===== config.mk =====
export PLATFORM = sky130hd
export DESIGN_NAME = axi_id_remap_cnt_table
export DESIGN_NICKNAME = d
export VERILOG_FILES = /design/src/rtl/axi_id_remap_cnt_table.sv
export SDC_FILE = /design/constraint.sdc
export NUM_CORES = 1
export LEC_CHECK = 0
export CORE_UTILIZATION = 30
export DETAILED_ROUTE_END_ITERATION = 8
export HOLD_SLACK_MARGIN = 0.15
export PLACE_DENSITY = 0.5
export SYNTH_ARGS = -nofsm -noshare
export SYNTH_HDL_FRONTEND = slang
export SYNTH_SLANG_ARGS = --single-unit

===== constraint.sdc =====
create_clock -name clk_i -period 4.25 [get_ports clk_i]
set_clock_uncertainty 0.1 [all_clocks]
set_input_delay 0.85 -clock clk_i [delete_from_list [all_inputs] [get_ports clk_i]]
set_output_delay 0.85 -clock clk_i [all_outputs]
set_load 0.03 [all_outputs]

===== src/rtl/axi_id_remap_cnt_table.sv =====
// Counted ID remap table: folds wide AXI IDs onto a small outgoing ID pool, counting outstanding txns per entry.
// Optional simulation checks are enabled with `define AXI_ID_REMAP_ASSERTS_EN.
module axi_id_remap_cnt_table #(
  parameter int InIdWidth    = 4,
  parameter int OutIdWidth   = 2,
  parameter int TableSize    = 4,
  parameter int MaxTxnsPerId = 8
) (
  input  logic                  clk_i,
  input  logic                  rst_ni,
  input  logic                  push_i,
  input  logic [InIdWidth-1:0]  push_in_id_i,
  output logic [OutIdWidth-1:0] push_out_id_o,
  output logic                  push_ready_o,
  input  logic                  pop_i,
  input  logic [OutIdWidth-1:0] pop_out_id_i,
  output logic [InIdWidth-1:0]  pop_in_id_o,
  output logic                  full_o,
  output logic                  empty_o
);
  localparam int CntWidth = $clog2(MaxTxnsPerId + 1);
  localparam int IdxW     = (TableSize > 1) ? $clog2(TableSize) : 1;
  localparam logic [CntWidth-1:0]   MaxCnt = CntWidth'(MaxTxnsPerId);
  localparam logic [OutIdWidth:0]   TblLim = (OutIdWidth + 1)'(TableSize);

  logic [TableSize-1:0]                valid_q;
  logic [TableSize-1:0][InIdWidth-1:0] id_q;
  logic [TableSize-1:0][CntWidth-1:0]  cnt_q;

  logic            match_hit;
  logic [IdxW-1:0] match_idx, free_idx, sel_idx, pop_idx;
  logic            pop_in_range, push_fire, pop_fire;

  // Lowest-index match and lowest-index free slot, scanned high to low so the lowest wins.
  always_comb begin
    match_hit = 1'b0;
    match_idx = '0;
    free_idx  = '0;
    for (int i = TableSize - 1; i >= 0; i--) begin
      if (valid_q[i] && (id_q[i] == push_in_id_i)) begin
        match_hit = 1'b1;
        match_idx = IdxW'(i);
      end
      if (!valid_q[i]) free_idx = IdxW'(i);
    end
  end

  assign sel_idx       = match_hit ? match_idx : free_idx;
  assign full_o        = &valid_q;
  assign empty_o       = ~|valid_q;
  assign push_out_id_o = OutIdWidth'(sel_idx);
  // A saturated match blocks the push rather than spilling into a second entry.
  assign push_ready_o  = match_hit ? (cnt_q[match_idx] < MaxCnt) : ~full_o;

  assign pop_idx      = pop_out_id_i[IdxW-1:0];
  assign pop_in_range = ({1'b0, pop_out_id_i} < TblLim);
  assign pop_in_id_o  = pop_in_range ? id_q[pop_idx] : '0;

  assign push_fire = push_i & push_ready_o;
  assign pop_fire  = pop_i & pop_in_range & valid_q[pop_idx];

  for (genvar g = 0; g < TableSize; g++) begin : g_entry
    logic                 v_q;
    logic [InIdWidth-1:0] i_q;
    logic [CntWidth-1:0]  c_q;
    logic                 push_here, pop_here;

    assign push_here = push_fire && (sel_idx == IdxW'(g));
    assign pop_here  = pop_fire && (pop_idx == IdxW'(g));

    // Simultaneous push and pop on one entry cancel, so a cnt=1 entry survives.
    always_ff @(posedge clk_i) begin
      if (!rst_ni) begin
        v_q <= 1'b0;
        i_q <= '0;
        c_q <= '0;
      end else if (push_here && !pop_here) begin
        if (v_q) begin
          c_q <= c_q + 1'b1;
        end else begin
          v_q <= 1'b1;
          i_q <= push_in_id_i;
          c_q <= CntWidth'(1);
        end
      end else if (pop_here && !push_here) begin
        c_q <= c_q - 1'b1;
        if (c_q == CntWidth'(1)) v_q <= 1'b0;
      end
    end

    assign valid_q[g] = v_q;
    assign id_q[g]    = i_q;
    assign cnt_q[g]   = c_q;

`ifdef AXI_ID_REMAP_ASSERTS_EN
    a_cnt: assert property (@(posedge clk_i) disable iff (!rst_ni)
      (c_q <= MaxCnt) && (v_q == (c_q != '0)));
`endif
  end

`ifdef AXI_ID_REMAP_ASSERTS_EN
  a_push_ready: assert property (@(posedge clk_i) disable iff (!rst_ni)
    push_i |-> push_ready_o);
  a_pop_valid: assert property (@(posedge clk_i) disable iff (!rst_ni)
    pop_i |-> (pop_in_range && valid_q[pop_idx]));
  a_params: assert property (@(posedge clk_i)
    ((2 ** OutIdWidth) >= TableSize) && (MaxTxnsPerId >= 1));
`endif

endmodule


# Word level (Yosys, flattened, before mapping)
# Index checks and enable logic that the tools add are counted.
[word_totals]
reg_bits = 36
in_bits = 10
output_inout_bits = 9
word_cells = 137
[op_classes]
addsub = 8
n_lt_le_gt_ge = 3
n_eq_ne = 14
muxes = 44
bitwise = 7
reduce_logical = 49
[ops]
columns = ["cell", "count"]
rows = [
  ["two-way mux 4 bit", 14],
  ["logical AND 1 bit", 20],
  ["two-way mux 1 bit", 18],
  ["two-way mux 2 bit", 9],
  ["adder 4 x 1 -> 4 bit (second input constant)", 4],
  ["binary-select mux 4 bit (select 2 bit)", 2],
  ["== test 4 x 1 -> 1 bit (second input constant)", 4],
  ["== test 4 bit", 4],
  ["AND reduction 2 bit", 8],
  ["nonzero test 2 bit", 8],
  ["subtractor 4 x 1 -> 4 bit (second input constant)", 4],
  ["logical NOT 1 bit", 9],
  ["== test 2 bit (second input constant)", 4],
  ["less-than comparator 2 x 3 -> 1 bit (second input constant)", 2],
  ["inverter 1 bit", 5],
  ["== test 2 x 1 -> 1 bit (second input constant)", 2],
  ["logical NOT 2 bit", 2],
  ["less-than comparator 4 bit (second input constant)", 1],
  ["AND reduction 4 bit", 1],
  ["OR reduction 4 bit", 1],
  ["AND 1 bit", 2],
  ["binary-select mux 1 bit (select 2 bit)", 1],
]

# Logic depth before layout (Yosys ltp)
[depth]
depth_word = 16
ltp_mapped = 14
mapped_depth_nobuf = 12

# Least setup slack after synthesis
# No wires, ideal clock.
[synth_timing]
path_type = "in2reg"
from = "in push_in_id_i[1]"
to = "reg g_entry[3].c_q[3]"
setup_time_ps = 115
arrival_ps = 3657
required_time_ps = 4035
slack_ps = 378
path_stages = 14
path_buffers = 2
path_cell_list = "buf_2 -> nand2b_1 -> o2111ai_1 -> or4_4 -> a311oi_2 -> o221ai_2 -> nor4_1 -> ha_1 -> clkbuf_1 -> nor2_1 -> a32oi_1 -> o22ai_1 -> a22o_1 -> and2_1"
[synth_between]
elab_chain_len = 15
elab_cells_between_ends = 29
classes_between = "1 x order compare; 5 x eq/ne; 13 x mux; 1 x bitwise; 9 x reduce/logical"
[synth_lines]
columns = ["item", "line", "source"]
rows = [
  ["start: declaration", "12", "input logic [InIdWidth-1:0] push_in_id_i,"],
  ["== test 4 bit", "40", "if (valid_q[i] && (id_q[i] == push_in_id_i)) begin"],
  ["logical AND 1 bit", "40", ""],
  ["two-way mux 2 bit (4 in series)", "40", ""],
  ["binary-select mux 4 bit (select 2 bit)", "53", "assign push_ready_o = match_hit ? (cnt_q[match_idx] < MaxCnt) : ~full_o;"],
  ["two-way mux 4 bit (not written as such)", "53", ""],
  ["less-than comparator 4 bit", "53", ""],
  ["two-way mux 1 bit", "53", ""],
  ["AND 1 bit", "59", "assign push_fire = push_i & push_ready_o;"],
  ["logical AND 1 bit *", "68", "assign push_here = push_fire && (sel_idx == IdxW'(g));"],
  ["logical NOT 1 bit", "85", "end else if (pop_here && !push_here) begin"],
  ["logical AND 1 bit", "85", ""],
  ["nonzero test 2 bit (no source line)", "-", ""],
  ["end signal: assignment", "79", "c_q <= c_q + 1'b1;"],
  ["end signal: assignment", "83", "c_q <= CntWidth'(1);"],
  ["end signal: assignment", "86", "c_q <= c_q - 1'b1;"],
  ["end: declaration", "65", "logic [CntWidth-1:0] c_q;"],
]
# Mark *: on every way between the ends. The rest lies on a longest branch, timed or not. The select of a mux whose other input is x is not followed.
# A chain may end at the register's enable or synchronous reset.

# Worst setup path after layout
[layout_timing]
from = "in push_in_id_i[3]"
to = "out push_ready_o"
[layout_between]
elab_chain_len = 10
elab_cells_between_ends = 20
classes_between = "1 x order compare; 4 x eq/ne; 11 x mux; 4 x reduce/logical"
[layout_lines]
columns = ["item", "line", "source"]
rows = [
  ["== test 4 bit", "40", ""],
  ["logical AND 1 bit", "40", ""],
  ["two-way mux 2 bit (4 in series)", "40", ""],
  ["binary-select mux 4 bit (select 2 bit)", "53", ""],
  ["two-way mux 4 bit (not written as such)", "53", ""],
  ["less-than comparator 4 bit", "53", ""],
  ["two-way mux 1 bit *", "53", ""],
  ["end: declaration", "14", "output logic push_ready_o,"],
]
# Marks and branches as above.

==> reports/qor.yml <==
status: "completed"
r2r_cells: 12
whs_path_depth: 2
initial_core_util_pct: 31.0
ys_warn_count: 0
dp_hpwl_mm: 4.86
cts_max_level: 2
synth_cell_type_count: 43
tightestPinTransition_ps: 885
post_cts_resized: 0
cts_buffers: 5
finalHoldViolCount: 0
max-cap-violations: 0
cts_buffer_depth: 2
synth_ff_type: "dfxtp_1"
netlist.area_leader.share_pct: 28.2
fin_crit_ps: 4080
cp-end-kind: "primary output"
seq_area_frac_synth_pct: 28.2
grtUsageMet3_pct: 2.83
rows: 33
synth_fa_ha_area_share_pct: 8.83
postCtsHoldBufs: 0
yosys.area.top_type: "dfxtp_1"
grt_max_degree: 26
core_um2: 8220
synth_top_family_by_area: "simple AND/OR/NAND/NOR gates"
yosys-top-cells-count: "dfxtp_1, nand2_1, nor2b_1"
cts.sinks: 36
antenna_left: 0
path_max_fanout: 7
hold_class: "reg -> reg"
setup_viol: 0
required_ps: 3300
pre_cts_ws_ps: 13.4
met1_usage_pct: 21.3
path_clk_slew_ps: 70
place.port_buffers: 18
io-pin-count: 19
p_per_area_nw_per_um2: 251
drtIter0Drc: 73
crit_type: "in -> out"
leakage_nw: 1.21
syn_area_per_cell_um2: 7.90
antenna_found_initial: 0
top_usage_layer: "met2"
grt_use_met2_pct: 25.7
syn_nets: 351
synth_mux_area_share_pct: 7.45
max_freq_mhz: 245
worstPathArrival_ps: 3130
fin_crit_sh_pct: 96.0
synth.most_common_cell: "dfxtp_1"
gp_congestion: 0.834
synth_compound_area_share_pct: 21.0
hold_end: "g_entry[1].c_q[3]"
finalMaxSlewViolations: 0
r2r_setup_slack_ps: 890
worst_slack_ps: 172
timing.rr.end: "g_entry[3].c_q[3]"
synthArstFlopShare_pct: 0
area_growth_syn_to_layout_pct: 18.5
peakVddDrop_uv: 140
viasPerCell: 5.10
crit_path_start_kind: "input pin"
synth.area.top_cells: "dfxtp_1, ha_1, nor2b_1"
hp-start: "g_entry[1].c_q[3]"
synth-edff-count: 0
cts_tree: "yes"
synth_xor_area_share_pct: 3.43
synth-simple-area-share_pct: 25.0
overflow: 0
tns_ps: 0
avgRoutedWirePerCell_um: 14.1
clk_latency_ps: 290
worst_slew_margin_rel_pct: 40.8
layout.nets: 377
drc_errors: 0
die-area_um2: 8880
syn_inst: 323
finalWirelength_mm: 6.42
die_w_um: 94.2
r2r-start: "g_entry[3].v_q"
n_antenna_cell: 0
syn_area_um2: 2550
grt_use_total_pct: 15.7
grt_pass1_wl_mm: 10.9
synth-seq-cells: 36
route.vias.total: 2321
dieHeight_um: 94.2
root_buffer: "clkbuf_8"
rsz0062_at_grt: "false"
drive_gt1_share_pct: 11.1
first_global_vias: 2188
cts_setup_buffers: 0
first_pass_iters: 4
final cells by class:
type	count	area, µm²
repair buffers	39	330
inverters	20	75.1
clock buffers	8	90.1
multi-input cells	247	1680
flip-flops and latches	36	721
fillers	893	5190
well taps	105	131
worst max-delay path, stage by stage:
cell and delay, ps:
clkdlybuf4s50_1 620, inv_1 100, a221o_2 370, or3_1 360
a311oi_2 280, nor2_1 90, o21ai_0 250, buf_4 220
kinds of logic after synthesis:
group / Yosys count
AOI/OAI and AO/OA: 82
xor gates and xnor gates: 10
adders and majority gates: 18
buffers and inverters: 40
DFF: 36
muxes: 14
and+or+nand+nor: 123
placed cells by master (no fill, tap or decap), types with 2 or more instances in the layout:
cell and instances:
buf_4 24, o41ai_1 2, nor2_1 19, o22ai_1 2, xnor2_1 2, a22o_1 3
nand3_1 9, and2_1 4, o221ai_1 4, clkbuf_8 6, nand2_1 28, clkbuf_1 2
mux2i_1 10, ha_1 18, or4_1 2, a21boi_0 7, a21oi_1 22, o211a_1 3
dfxtp_1 36, inv_1 19, nand4_1 2, o2111ai_1 2, nand2b_1 5, nor4_1 10
nor3_1 13, o21ai_0 22, clkdlybuf4s50_1 15, a31oi_1 8, nor2b_1 25, mux4_2 4
xor2_1 8
per-layer routing:
metal,up-vias,wire [µm]
met5,-,0
met1,1068,3180
met2,42,2970
met4,0,61
met3,6,213
li1,1205,-
flip-flops by register name, indices dropped and copies added (netlist names):
name	count
g_entry.v_q	4
g_entry.i_q	16
g_entry.c_q	16
through the flow:
stage	util, %	area, µm²	cells	hold WS [ps]	power [mW]
6_report	36.8	3020	455	413	0.760
3_3_place_gp	35.7	2930	447	395	0.514
3_5_place_dp	35.7	2930	447	410	0.514
2_1_floorplan	-	2550	323	369	0.468
5_1_grt	36.8	3020	455	462	0.806
4_1_cts	36.8	3020	455	418	0.771
power by group:
group	switching (mW)	internal, mW
Sequential	0.0195	0.350
Combinational	0.0717	0.0653
Clock	0.122	0.132
worst max path at each step:
stage / start / end / cells after the start
floorplan: push_in_id_i[1] / g_entry[3].c_q[3] / 14
global placement: push_in_id_i[1] / g_entry[2].c_q[2] / 13
detailed placement: push_in_id_i[3] / g_entry[3].c_q[3] / 14
CTS: push_in_id_i[3] / push_ready_o / 8
global route: push_in_id_i[3] / push_ready_o / 8
finish: push_in_id_i[3] / push_ready_o / 8
No activity file was read; power rests on OpenSTA's default activity.
